File: config.mk
export PLATFORM = sky130hd
export DESIGN_NAME = pipe_skid_32_flat
export DESIGN_NICKNAME = d
export VERILOG_FILES = /design/src/rtl/pipe_skid_32_if.sv /design/src/rtl/pipe_skid_32.sv /design/src/flat_wrapper.sv
export SDC_FILE = /design/constraint.sdc
export NUM_CORES = 1
export LEC_CHECK = 0
export BUFFER_PORTS_ARGS = -buffer_cell sky130_fd_sc_hd__buf_2
export CAP_MARGIN = 20
export CORE_MARGIN = 2
export CORE_UTILIZATION = 50
export DETAILED_ROUTE_END_ITERATION = 7
export PLACE_DENSITY = 0.74
export RECOVER_POWER = 50
export SYNTH_ARGS = -nofsm -noshare
export SYNTH_HDL_FRONTEND = slang
export SYNTH_SLANG_ARGS = --single-unit
File: constraint.sdc
create_clock -name clk -period 1.8 [get_ports clk]
set_input_delay 0.09 -clock clk [delete_from_list [all_inputs] [get_ports clk]]
set_output_delay 0.09 -clock clk [all_outputs]
set_load 0.05 [all_outputs]
File: src/rtl/pipe_skid_32_if.sv
// pipe_skid_32_if
//   Handshake bundle for the pipe_skid_32 elastic stage. It carries both the
//   upstream (in_*) channel and the downstream (out_*) channel plus the
//   occupancy count, so the stage connects through a single port.
//
//   Signals:
//     in_data   - word offered by upstream
//     in_valid  - upstream has a word on in_data
//     in_ready  - stage can accept a word (driven by the stage, registered)
//     out_data  - word presented downstream (driven by the stage, registered)
//     out_valid - out_data holds a valid word (driven by the stage, registered)
//     out_ready - downstream accepts out_data this cycle
//     count     - number of words held in the stage (0, 1 or 2)
//
//   Modports:
//     slave  - the stage itself (consumes in_*, produces out_* and count)
//     master - the environment around the stage (drives in_* and out_ready)

interface pipe_skid_32_if #(
    parameter int WIDTH = 32
);

    logic [WIDTH-1:0] in_data;
    logic             in_valid;
    logic             in_ready;
    logic [WIDTH-1:0] out_data;
    logic             out_valid;
    logic             out_ready;
    logic [1:0]       count;

    modport slave (
        input  in_data,
        input  in_valid,
        output in_ready,
        output out_data,
        output out_valid,
        input  out_ready,
        output count
    );

    modport master (
        output in_data,
        output in_valid,
        input  in_ready,
        input  out_data,
        input  out_valid,
        output out_ready,
        input  count
    );

endinterface

File: src/rtl/pipe_skid_32.sv
// pipe_skid_32
//   Elastic two-entry pipeline stage with valid/ready handshakes on both
//   sides. Accepted words land in a main register that drives out_data
//   directly. When downstream stalls while a new word is being accepted, that
//   word is caught in a skid register, so in_ready can be a registered signal
//   and the stage still sustains one word per cycle.
//
//   Ports:
//     clk  - system clock, all state changes on the rising edge
//     rst  - synchronous reset, active-low
//     bus  - pipe_skid_32_if.slave handshake bundle:
//              in_data / in_valid / in_ready    upstream channel
//              out_data / out_valid / out_ready downstream channel
//              count                            occupancy (0, 1 or 2)
//
//   Every output comes straight from a flop; the handshake inputs only feed
//   next-state logic, never an output path.

module pipe_skid_32 #(
    parameter int WIDTH = 32
) (
    input  logic           clk,
    input  logic           rst,
    pipe_skid_32_if.slave  bus
);

    typedef enum logic [1:0] {
        EMPTY = 2'd0,
        BUSY  = 2'd1,
        FULL  = 2'd2
    } state_t;

    state_t           state;
    state_t           state_next;

    logic [WIDTH-1:0] main_q;
    logic [WIDTH-1:0] main_next;
    logic [WIDTH-1:0] skid_q;
    logic [WIDTH-1:0] skid_next;

    // Output flops, loaded from a decode of the next state so they always
    // match the state register without any combinational path to the ports.
    logic             out_valid_q;
    logic             out_valid_next;
    logic             in_ready_q;
    logic             in_ready_next;
    logic [1:0]       count_q;
    logic [1:0]       count_next;

    logic             in_acc;
    logic             out_acc;

    // Transfers are qualified with the registered ready/valid this stage is
    // currently advertising, never with anything derived from the inputs.
    assign in_acc  = bus.in_valid & in_ready_q;
    assign out_acc = out_valid_q & bus.out_ready;

    // Next-state, datapath and output decode. A simultaneous accept and
    // release in BUSY replaces the main register in place, which is what
    // gives full throughput; the skid register is only written when the
    // word in flight cannot move on.
    always_comb begin
        state_next = state;
        main_next  = main_q;
        skid_next  = skid_q;

        unique case (state)
            EMPTY: begin
                if (in_acc) begin
                    main_next  = bus.in_data;
                    state_next = BUSY;
                end
            end
            BUSY: begin
                if (in_acc && out_acc) begin
                    main_next  = bus.in_data;
                    state_next = BUSY;
                end else if (in_acc) begin
                    skid_next  = bus.in_data;
                    state_next = FULL;
                end else if (out_acc) begin
                    state_next = EMPTY;
                end
            end
            FULL: begin
                if (out_acc) begin
                    main_next  = skid_q;
                    state_next = BUSY;
                end
            end
            default: begin
                state_next = EMPTY;
            end
        endcase

        out_valid_next = 1'b0;
        in_ready_next  = 1'b1;
        count_next     = 2'd0;
        unique case (state_next)
            EMPTY: begin
                out_valid_next = 1'b0;
                in_ready_next  = 1'b1;
                count_next     = 2'd0;
            end
            BUSY: begin
                out_valid_next = 1'b1;
                in_ready_next  = 1'b1;
                count_next     = 2'd1;
            end
            FULL: begin
                out_valid_next = 1'b1;
                in_ready_next  = 1'b0;
                count_next     = 2'd2;
            end
            default: begin
                out_valid_next = 1'b0;
                in_ready_next  = 1'b1;
                count_next     = 2'd0;
            end
        endcase
    end

    // State, data and output registers. Reset clears both data registers so
    // a discarded word can never reappear on out_data.
    always_ff @(posedge clk) begin
        if (!rst) begin
            state       <= EMPTY;
            main_q      <= '0;
            skid_q      <= '0;
            out_valid_q <= 1'b0;
            in_ready_q  <= 1'b1;
            count_q     <= 2'd0;
        end else begin
            state       <= state_next;
            main_q      <= main_next;
            skid_q      <= skid_next;
            out_valid_q <= out_valid_next;
            in_ready_q  <= in_ready_next;
            count_q     <= count_next;
        end
    end

    assign bus.out_data  = main_q;
    assign bus.out_valid = out_valid_q;
    assign bus.in_ready  = in_ready_q;
    assign bus.count     = count_q;

    // Occupancy can never exceed two words.
    assert property (@(posedge clk) disable iff (!rst) count_q != 2'd3);

    // A stalled output word must stay put until downstream takes it.
    assert property (@(posedge clk) disable iff (!rst)
        (out_valid_q && !bus.out_ready) |=> (out_valid_q && $stable(main_q)));

    // in_ready only drops when the stage is holding two words.
    assert property (@(posedge clk) disable iff (!rst)
        (!in_ready_q) |-> (count_q == 2'd2));

endmodule

File: src/flat_wrapper.sv
// flat-port wrapper written by rule: the top's interface ports become plain ports
module pipe_skid_32_flat 
#(
    parameter int WIDTH = 32
)
  (clk, rst, bus_in_data, bus_in_valid, bus_in_ready, bus_out_data, bus_out_valid, bus_out_ready, bus_count);
  pipe_skid_32_if #(.WIDTH(WIDTH)) bus_i ();
  input  logic clk;
  input  logic rst;
  input wire logic [$bits(bus_i.in_data)-1:0] bus_in_data;
  input wire logic [$bits(bus_i.in_valid)-1:0] bus_in_valid;
  output wire logic [$bits(bus_i.in_ready)-1:0] bus_in_ready;
  output wire logic [$bits(bus_i.out_data)-1:0] bus_out_data;
  output wire logic [$bits(bus_i.out_valid)-1:0] bus_out_valid;
  input wire logic [$bits(bus_i.out_ready)-1:0] bus_out_ready;
  output wire logic [$bits(bus_i.count)-1:0] bus_count;
  assign bus_i.in_data = bus_in_data;
  assign bus_i.in_valid = bus_in_valid;
  assign bus_in_ready = bus_i.in_ready;
  assign bus_out_data = bus_i.out_data;
  assign bus_out_valid = bus_i.out_valid;
  assign bus_i.out_ready = bus_out_ready;
  assign bus_count = bus_i.count;
  pipe_skid_32 #(.WIDTH(WIDTH)) u_core (.clk(clk), .rst(rst), .bus(bus_i));
endmodule
== Word level (Yosys, flattened, before mapping) ==
Index checks and enable logic that the tools add are counted.

* Register bits: 70
* Input bits: 36
* Output and inout port bits: 36

* Equal/unequal tests: 7
* Muxes and demuxes: 13
* Bitwise logic cells: 3
* Reduce and logical (&&, ||, !) cells: 6

{| class="wikitable"
|+ Operators by type and width
! operator !! count
|-
| 2-to-1 mux 32 bit || 3
|-
| case mux 32 bit (3 select lines) || 1
|-
| 2-to-1 mux 2 bit || 5
|-
| inequality test 2 x 1 -> 1 bit (second input constant) || 3
|-
| case mux 2 bit (3 select lines) || 1
|-
| equality test 2 x 1 -> 1 bit (second input constant) || 2
|-
| equality test 2 bit (second input constant) || 2
|-
| case mux 2 bit (2 select lines) || 1
|-
| AND reduction 4 bit || 1
|-
| AND reduction 3 bit || 1
|-
| nonzero test 3 bit || 1
|-
| AND 1 bit || 2
|-
| logical NOT 2 bit || 1
|-
| 2-to-1 mux 1 bit || 2
|-
| OR reduction 2 bit || 1
|-
| logical AND 1 bit || 1
|-
| NOT 1 bit || 1
|}

== Depth between registers and ports, before layout ==
Gate-level depths: netlist of the first run.

* Depth after elaboration: 8
* Depth in mapped cells: 6

== Worst setup path after synthesis of the first run ==
No wires, ideal clock.

* Path type: register to register
* Start point: register u_core.in_ready_q, in the netlist u_core.bus.in_ready
* End point: register u_core.count_q[1], in the netlist u_core.bus.count[1]
* Arrival: 1.742 ns
* Data required time: 1.685 ns
* Setup slack: -0.057 ns
* Stages on the path, launching flop included: 7
* Path buffers: 1
* Clock period less this slack: 1.857 ns
* Cell sequence: dfxtp_1 and3b_1 buf_4 a31oi_1 o22a_1 ha_1 and2_1

* Longest elaborated chain between the ends: 6
* Elaborated cells on any way between the ends: 9

{| class="wikitable"
|+ RTL lines
! what !! line !! RTL
|-
| from (decl) || pipe_skid_32.sv:45 || <nowiki>logic in_ready_q;</nowiki>
|-
| from (signal assigned) || pipe_skid_32.sv:138 || <nowiki>in_ready_q <= in_ready_next;</nowiki>
|-
| AND 1 bit (*) || pipe_skid_32.sv:55 || <nowiki>assign in_acc = bus.in_valid & in_ready_q;</nowiki>
|-
| 2-to-1 mux 2 bit or logical AND 1 bit (tied branches) || pipe_skid_32.sv:78, pipe_skid_32.sv:75 ||
|-
| 2-to-1 mux 2 bit || pipe_skid_32.sv:75 || <nowiki>if (in_acc && out_acc) begin</nowiki>
|-
| case mux 2 bit (3 select lines) (*) || pipe_skid_32.sv:67 || <nowiki>unique case (state)</nowiki>
|-
| equality test 2 bit or equality test 2 x 1 -> 1 bit (tied branches) || pipe_skid_32.sv:99 || <nowiki>unique case (state_next)</nowiki>
|-
| case mux 2 bit (2 select lines) (*) || pipe_skid_32.sv:99 ||
|-
| net u_core.count_next[1] || pipe_skid_32.sv:48 || <nowiki>logic [1:0] count_next;</nowiki>
|-
| to (signal assigned) || pipe_skid_32.sv:139 || <nowiki>count_q <= count_next;</nowiki>
|-
| to (decl) || pipe_skid_32.sv:47 || <nowiki>logic [1:0] count_q;</nowiki>
|}

The timed path passes the listed nets; every way through them passes the cells marked *.
A chain may end at the register's enable or synchronous reset.

== Worst setup path in the final report of the first run ==
* Start point: register u_core.state[1]
* End point: register u_core.main_q[6], in the netlist u_core.bus.out_data[6]

* Longest elaborated chain between the ends: 3
* Elaborated cells on any way between the ends: 9

{| class="wikitable"
|+ RTL lines
! what !! line !! RTL
|-
| from (decl) || pipe_skid_32.sv:33 || <nowiki>state_t state;</nowiki>
|-
| from (signal assigned) || pipe_skid_32.sv:134 || <nowiki>state <= state_next;</nowiki>
|-
| equality test 2 bit, or another cell as far along || pipe_skid_32.sv:67 ||
|-
| inequality test 2 x 1 -> 1 bit (no line) or nonzero test 3 bit (tied branches) || - ||
|-
| AND reduction 4 bit (no line) || - ||
|-
| to (signal assigned) || pipe_skid_32.sv:135 || <nowiki>main_q <= main_next;</nowiki>
|-
| to (decl) || pipe_skid_32.sv:36 || <nowiki>logic [WIDTH-1:0] main_q;</nowiki>
|}

Several ways; a longest one is shown, not always the timed one.

==> results_dict.tcl, run 1 <==
set metrics [dict create \
    p_switching_mw 1.86 \
    pwr-share-seq_pct 39.5 \
    place.gp.congestion 0.779 \
    grt_max_degree 65 \
    cts_setup_buffers 0 \
    syn-instance-count 327 \
    whs_path_depth 3 \
    ir_worst_vdd_mv 0.547 \
    die_h_microns 86.9 \
    core_area_sq_mm 0.00672 \
    nets 430 \
    syn_area_sq_mm 0.00343 \
    yosysWarnings 0 \
    final_cells 476 \
    viasPerCell 5.95 \
    yosysUniqueCellTypes 32 \
    clk_pin_slew_worst_paths_ns 0.08 \
    postRouteAntennaNets 0 \
    dp_cells 452 \
    grt_overflow_total 0 \
    hold_path.class "in -> reg" \
    ctsHoldBuffers 8 \
    hold_viol 0 \
    crit_chain "and3b_1 -> clkbuf_4 -> a211oi_2 -> a211oi_2" \
    initial_utilization_pct 51.1 \
    crit_fanout 34 \
    cts_buffers 9 \
    wl_microns 7900 \
    finalCriticalPeriod_ns 1.63 \
    synth-seq-area-share_pct 40.8 \
    grt_pass1_wl_microns 12900 \
    setup_tns_ns 0 \
    post_cts_resized 0 \
    required_ns 2.08 \
    fmax_mhz 612 \
    cts_max_level 3 \
    swShare_pct 39.3 \
    io_pins 72 \
    critPathKind "reg -> reg" \
    dp_hpwl_microns 4730 \
    powerDensity_mw_per_mm2 1180 \
    report.final.slew_viol_count 0 \
    drtIter0Drc 226 \
    die_w_microns 86.9 \
    via_count 2834 \
    critPathLaunchType "flip-flop" \
    clkPwrFrac_pct 26.2 \
    crit_top_cell "a211oi_2" \
    die-area_sq_mm 0.00754 \
    setup_violations 0 \
    grt_pass1_vias 2643 \
    cts_tree "yes" \
    wire_per_inst_microns 16.6 \
    worst-path-buf-inv 1 \
    timing.final.crit_share_pct 90.8 \
    path_delay_family "buffers and inverters" \
    drc 0 \
    final_common_cell "dfxtp_1" \
    leakagePower_nw 1.59 \
    slew_headroom_pct 58.4 \
    endpoint_kind "flip-flop" \
    cp_slowest_stage_delay_ns 0.49 \
    arrival_ns 1.91 \
    syn_to_final_growth_pct 16.6 \
    root_buffer "clkbuf_8" \
    n_fill_cell 610 \
    clock_skew_ns 0.0107 \
    cp_slowest_cell "clkbuf_4" \
    syn-mean-instance-area_sq_um 10.5 \
    mostFrequentLayoutCells "dfxtp_1, a211oi_2, clkbuf_1, buf_2, a21oi_1" \
    yosys_register_bits 70 \
    antenna_cells 0 \
    port_buffers 71 \
    cp.depth 4 \
    core.rowCount 30 \
    drv_cap 0 \
    cts.sinks 70 \
    worst_slew_pin_slew_ns 0.627 \
    ctsLongestPathBuffers 2 \
    status "completed" \
    layout-drive-gt1-share_pct 32.6 \
    grt.total_usage_pct 21.7 \
    antenna_found_initial 0 \
    r2r_cells 4 \
    synth.net_count 366 \
    p_int_mw 2.88 \
    rsz0062_at_grt "false" \
    combPwrFrac_pct 34.3 \
    utilization_pct 59.6 \
    insertion_delay_ns 0.35 \
    first_pass_iters 4 \
]
==> worst register-to-register path, cell delays in order, from the launching register on <==
cell	delay (ns)
dfxtp_1	0.38
and3b_1	0.32
clkbuf_4	0.49
a211oi_2	0.17
a211oi_2	0.21
==> power by group through the flow <==
stage / logic [mW] / clock network, mW / registers (mW)
6_report: 1.63 / 1.24 / 1.87
2_1_floorplan: 0.895 / 0 / 2.34
3_5_place_dp: 1.66 / 0 / 1.90
3_3_place_gp: 1.64 / 0 / 1.89
4_1_cts: 1.68 / 1.26 / 1.87
5_1_grt: 1.74 / 1.34 / 1.89
==> area by class of cell <==
type | count | area, sq um | share of cell area [%]
clock buffers | 10 | 128 | 3.19
clock inverters | 6 | 62.6 | 1.56
inverters | 2 | 7.51 | 0.188
flip-flops and latches | 70 | 1400 | 35.1
multi-input cells | 217 | 1800 | 44.9
repair buffers | 91 | 505 | 12.6
well taps | 80 | 100 | 2.50
==> through the flow <==
stage / area [sq um] / power [mW] / hold WS [ns] / setup WS [ns]
2_1_floorplan: 3430 / 3.24 / 0.159 / 0.0902
3_3_place_gp: 3780 / 3.54 / 0.337 / 0.265
3_5_place_dp: 3780 / 3.56 / 0.340 / 0.218
4_1_cts: 4050 / 4.81 / 0.000196 / 0.206
5_1_grt: 4000 / 4.97 / 0.00623 / 0.0344
6_report: 4000 / 4.74 / 0.000869 / 0.166
==> sequential cells by signal (all words and copies together) (netlist names) <==
register and flops:
u_core.bus.in_ready 1, u_core.bus.out_data 32, u_core.state 2, u_core.bus.count 2, u_core.bus.out_valid 1, u_core.skid_q 32
==> synthesized netlist by cell type <==
master / instances / area [sq um]
nor2_1: 1 / 3.75
a211oi_2: 60 / 751
and4b_1: 1 / 10.0
clkbuf_4: 3 / 22.5
o21ai_0: 30 / 150
o32ai_1: 1 / 8.76
and2_1: 3 / 18.8
a211oi_1: 4 / 30.0
ha_1: 3 / 37.5
nand2_1: 2 / 7.51
buf_6: 6 / 67.6
o22ai_1: 1 / 6.26
a31oi_1: 1 / 6.26
a22oi_1: 1 / 7.51
and4_1: 1 / 8.76
dfxtp_1: 70 / 1400
a21oi_1: 33 / 165
nand2b_1: 2 / 12.5
nand4b_1: 1 / 8.76
and3b_1: 1 / 8.76
buf_4: 9 / 67.6
nand3b_1: 1 / 7.51
clkbuf_1: 12 / 45.0
o21ai_1: 2 / 10.0
nand3_1: 32 / 160
a21boi_1: 1 / 7.51
o22a_1: 1 / 8.76
a21bo_2: 1 / 10.0
mux2i_1: 32 / 320
a21o_4: 1 / 15.0
buf_2: 8 / 40.0
inv_1: 2 / 7.51
==> worst paths after layout <==
path                                  start                             endpoint  slack [ns]
min reg2reg  u_core.skid_q[30]$_SDFFE_PN0P_       u_core.skid_q[30]$_SDFFE_PN0P_        0.48
max reg2reg      u_core.state[1]$_SDFF_PN0_  u_core.bus.out_data[6]$_SDFFE_PN0P_        0.17
min                         bus_in_data[23]       u_core.skid_q[23]$_SDFFE_PN0P_      0.0009
max              u_core.state[1]$_SDFF_PN0_  u_core.bus.out_data[6]$_SDFFE_PN0P_        0.17
==> per-layer routing <==
| metal | GRT usage [%] | wire (microns) | up-vias |
|---|---|---|---|
| met5 | 0 | 0 | - |
| met4 | 7.39 | 95 | 0 |
| met3 | 4.83 | 338 | 11 |
| met2 | 33.7 | 3690 | 83 |
| met1 | 29.8 | 3770 | 1379 |
| li1 | - | - | 1361 |
==> kinds of logic (layout without fill, tap and decap cells) <==
logic type                 Yosys count  count (layout)  share of synthesized area [%]
AOI/OAI and AO/OA                  137             137                           34.3
adders and majority gates            3               3                           1.09
DFF                                 70              70                           40.8
muxes                               32              32                           9.33
buffers and inverters               40             109                           7.29
and+or+nand+nor                     45              45                           7.18
No activity file was read; power rests on OpenSTA's default activity.
==> run 2: changes to the inputs <==
HOLD_SLACK_MARGIN = 0.12   (was unset)
clock period = 1.65 ns   (was 1.8 ns; I/O delays follow)
==> run 2 against run 1 <==
Against the previous run:
- power grew 12%
- via count grew 3.1%
- routed wire length grew 4.4%
- global-route usage grew 0.62 points
- critical path depth grew 1
- maximum frequency grew 3.5%
- sequential cell count is the same
- worst setup slack lost 0.094 ns
- sequential power grew 9.6%
- critical endpoint is now u_core.bus.out_valid$_SDFF_PN0_
==> results_dict.tcl, run 2 (synthesized netlist as in run 1, its figures left out) <==
set metrics [dict create \
    mostFrequentLayoutCells "dfxtp_1, a211oi_2, clkbuf_1, buf_2" \
    clk_pin_slew_worst_paths_ns 0.08 \
    grt_pass1_vias 2841 \
    hold_viol 0 \
    powerDensity_mw_per_mm2 1230 \
    timing.final.crit_share_pct 95.7 \
    hold_path.class "in -> reg" \
    drc 0 \
    die_h_microns 86.9 \
    ctsLongestPathBuffers 2 \
    status "completed" \
    place.gp.congestion 0.785 \
    worst_slew_pin_slew_ns 0.622 \
    layout-drive-gt1-share_pct 31.4 \
    fmax_mhz 633 \
    r2r_cells 5 \
    viasPerCell 5.83 \
    core.rowCount 30 \
    wl_microns 8240 \
    required_ns 1.93 \
    whs_path_depth 4 \
    cp_slowest_cell "dfxtp_1" \
    postRouteAntennaNets 0 \
    drv_cap 0 \
    critPathKind "reg -> reg" \
    initial_utilization_pct 51.1 \
    die_w_microns 86.9 \
    rsz0062_at_grt "false" \
    worst-path-buf-inv 0 \
    dp_hpwl_microns 4850 \
    critPathLaunchType "flip-flop" \
    grt.total_usage_pct 22.3 \
    cts_tree "yes" \
    grt_overflow_total 0 \
    slew_headroom_pct 58.7 \
    cp_slowest_stage_delay_ns 0.41 \
    cts_buffers 9 \
    arrival_ns 1.86 \
    setup_tns_ns 0 \
    report.final.slew_viol_count 0 \
    drtIter0Drc 173 \
    endpoint_kind "flip-flop" \
    via_count 2923 \
    port_buffers 71 \
    ir_worst_vdd_mv 0.602 \
    cts_max_level 3 \
    clock_skew_ns 0.00837 \
    total_power_mw 5.31 \
    leakagePower_nw 1.71 \
    n_fill_cell 565 \
    finalCriticalPeriod_ns 1.58 \
    antenna_found_initial 0 \
    crit_fanout 5 \
    insertion_delay_ns 0.34 \
    syn_to_final_growth_pct 25.6 \
    cp.depth 5 \
    antenna_cells 0 \
    core_area_sq_mm 0.00672 \
    root_buffer "clkbuf_8" \
    cts.sinks 70 \
    setup_violations 0 \
    grt_pass1_wl_microns 13400 \
    final_common_cell "dfxtp_1" \
    first_pass_iters 4 \
    nets 455 \
    io_pins 72 \
    die-area_sq_mm 0.00754 \
    wire_per_inst_microns 16.4 \
    cts_setup_buffers 0 \
    crit_chain "and3b_2 -> a31oi_1 -> o22a_1 -> ha_1 -> nor2_1" \
    grt_max_degree 52 \
    path_delay_family "compound AO/OA/AOI/OAI gates" \
]
[run 2: stage by stage]
step	utilization, %	hold slack (ns)	std cells	cell area [sq um]	setup slack, ns
2_1_floorplan	-	0.151	327	3430	0.00701
3_3_place_gp	56.8	0.316	452	3820	0.202
3_5_place_dp	56.8	0.315	452	3820	0.137
4_1_cts	64.8	0.167	501	4360	0.0588
5_1_grt	64.2	0.210	501	4310	0.00586
6_report	64.2	0.177	501	4310	0.0711
[run 2: worst min-delay path: cells and delay by family]
family                 cells  cell delay (ns)
AO/OA/AOI/OAI              2             0.20
buffers and inverters      1             0.12
AND/OR/NAND/NOR            1             0.06
[run 2: cell type report]
type | count | area (sq um) | share of cell area (%)
Multi-Input combinational cell | 217 | 1800 | 41.7
Clock inverter | 5 | 57.6 | 1.34
Tap cell | 80 | 100 | 2.32
Timing Repair Buffer | 116 | 793 | 18.4
Sequential cell | 70 | 1400 | 32.6
Inverter | 2 | 7.51 | 0.174
Clock buffer | 11 | 151 | 3.51
[run 2: final timing paths]
| check | from | endpoint | slack, ns |
|---|---|---|---|
| max | u_core.state[1]$_SDFF_PN0_ | u_core.bus.out_valid$_SDFF_PN0_ | 0.07 |
| min | bus_in_valid | u_core.state[0]$_SDFF_PN0_ | 0.18 |
| max reg2reg | u_core.state[1]$_SDFF_PN0_ | u_core.bus.out_valid$_SDFF_PN0_ | 0.07 |
| min reg2reg | u_core.skid_q[2]$_SDFFE_PN0P_ | u_core.skid_q[2]$_SDFFE_PN0P_ | 0.48 |
[run 2: power breakdown]
group,switching (mW),internal [mW]
Sequential,0.152,1.90
Clock,0.639,0.777
Combinational,1.25,0.598
[run 2: per-layer routing]
layer | global-route usage, % | share of wire [%] | vias to the layer above
met5 | 0 | 0 | -
li1 | - | - | 1414
met2 | 35.2 | 47 | 61
met1 | 30.6 | 48 | 1441
met3 | 5.97 | 4.1 | 7
met4 | 5.11 | 0.86 | 0
[run 2: what timing repair did]
action / in CTS / in global routing
endpoints found under the hold margin: 38 / 0
gates resized for setup: 0 / 0
hold buffers: 33 / 0
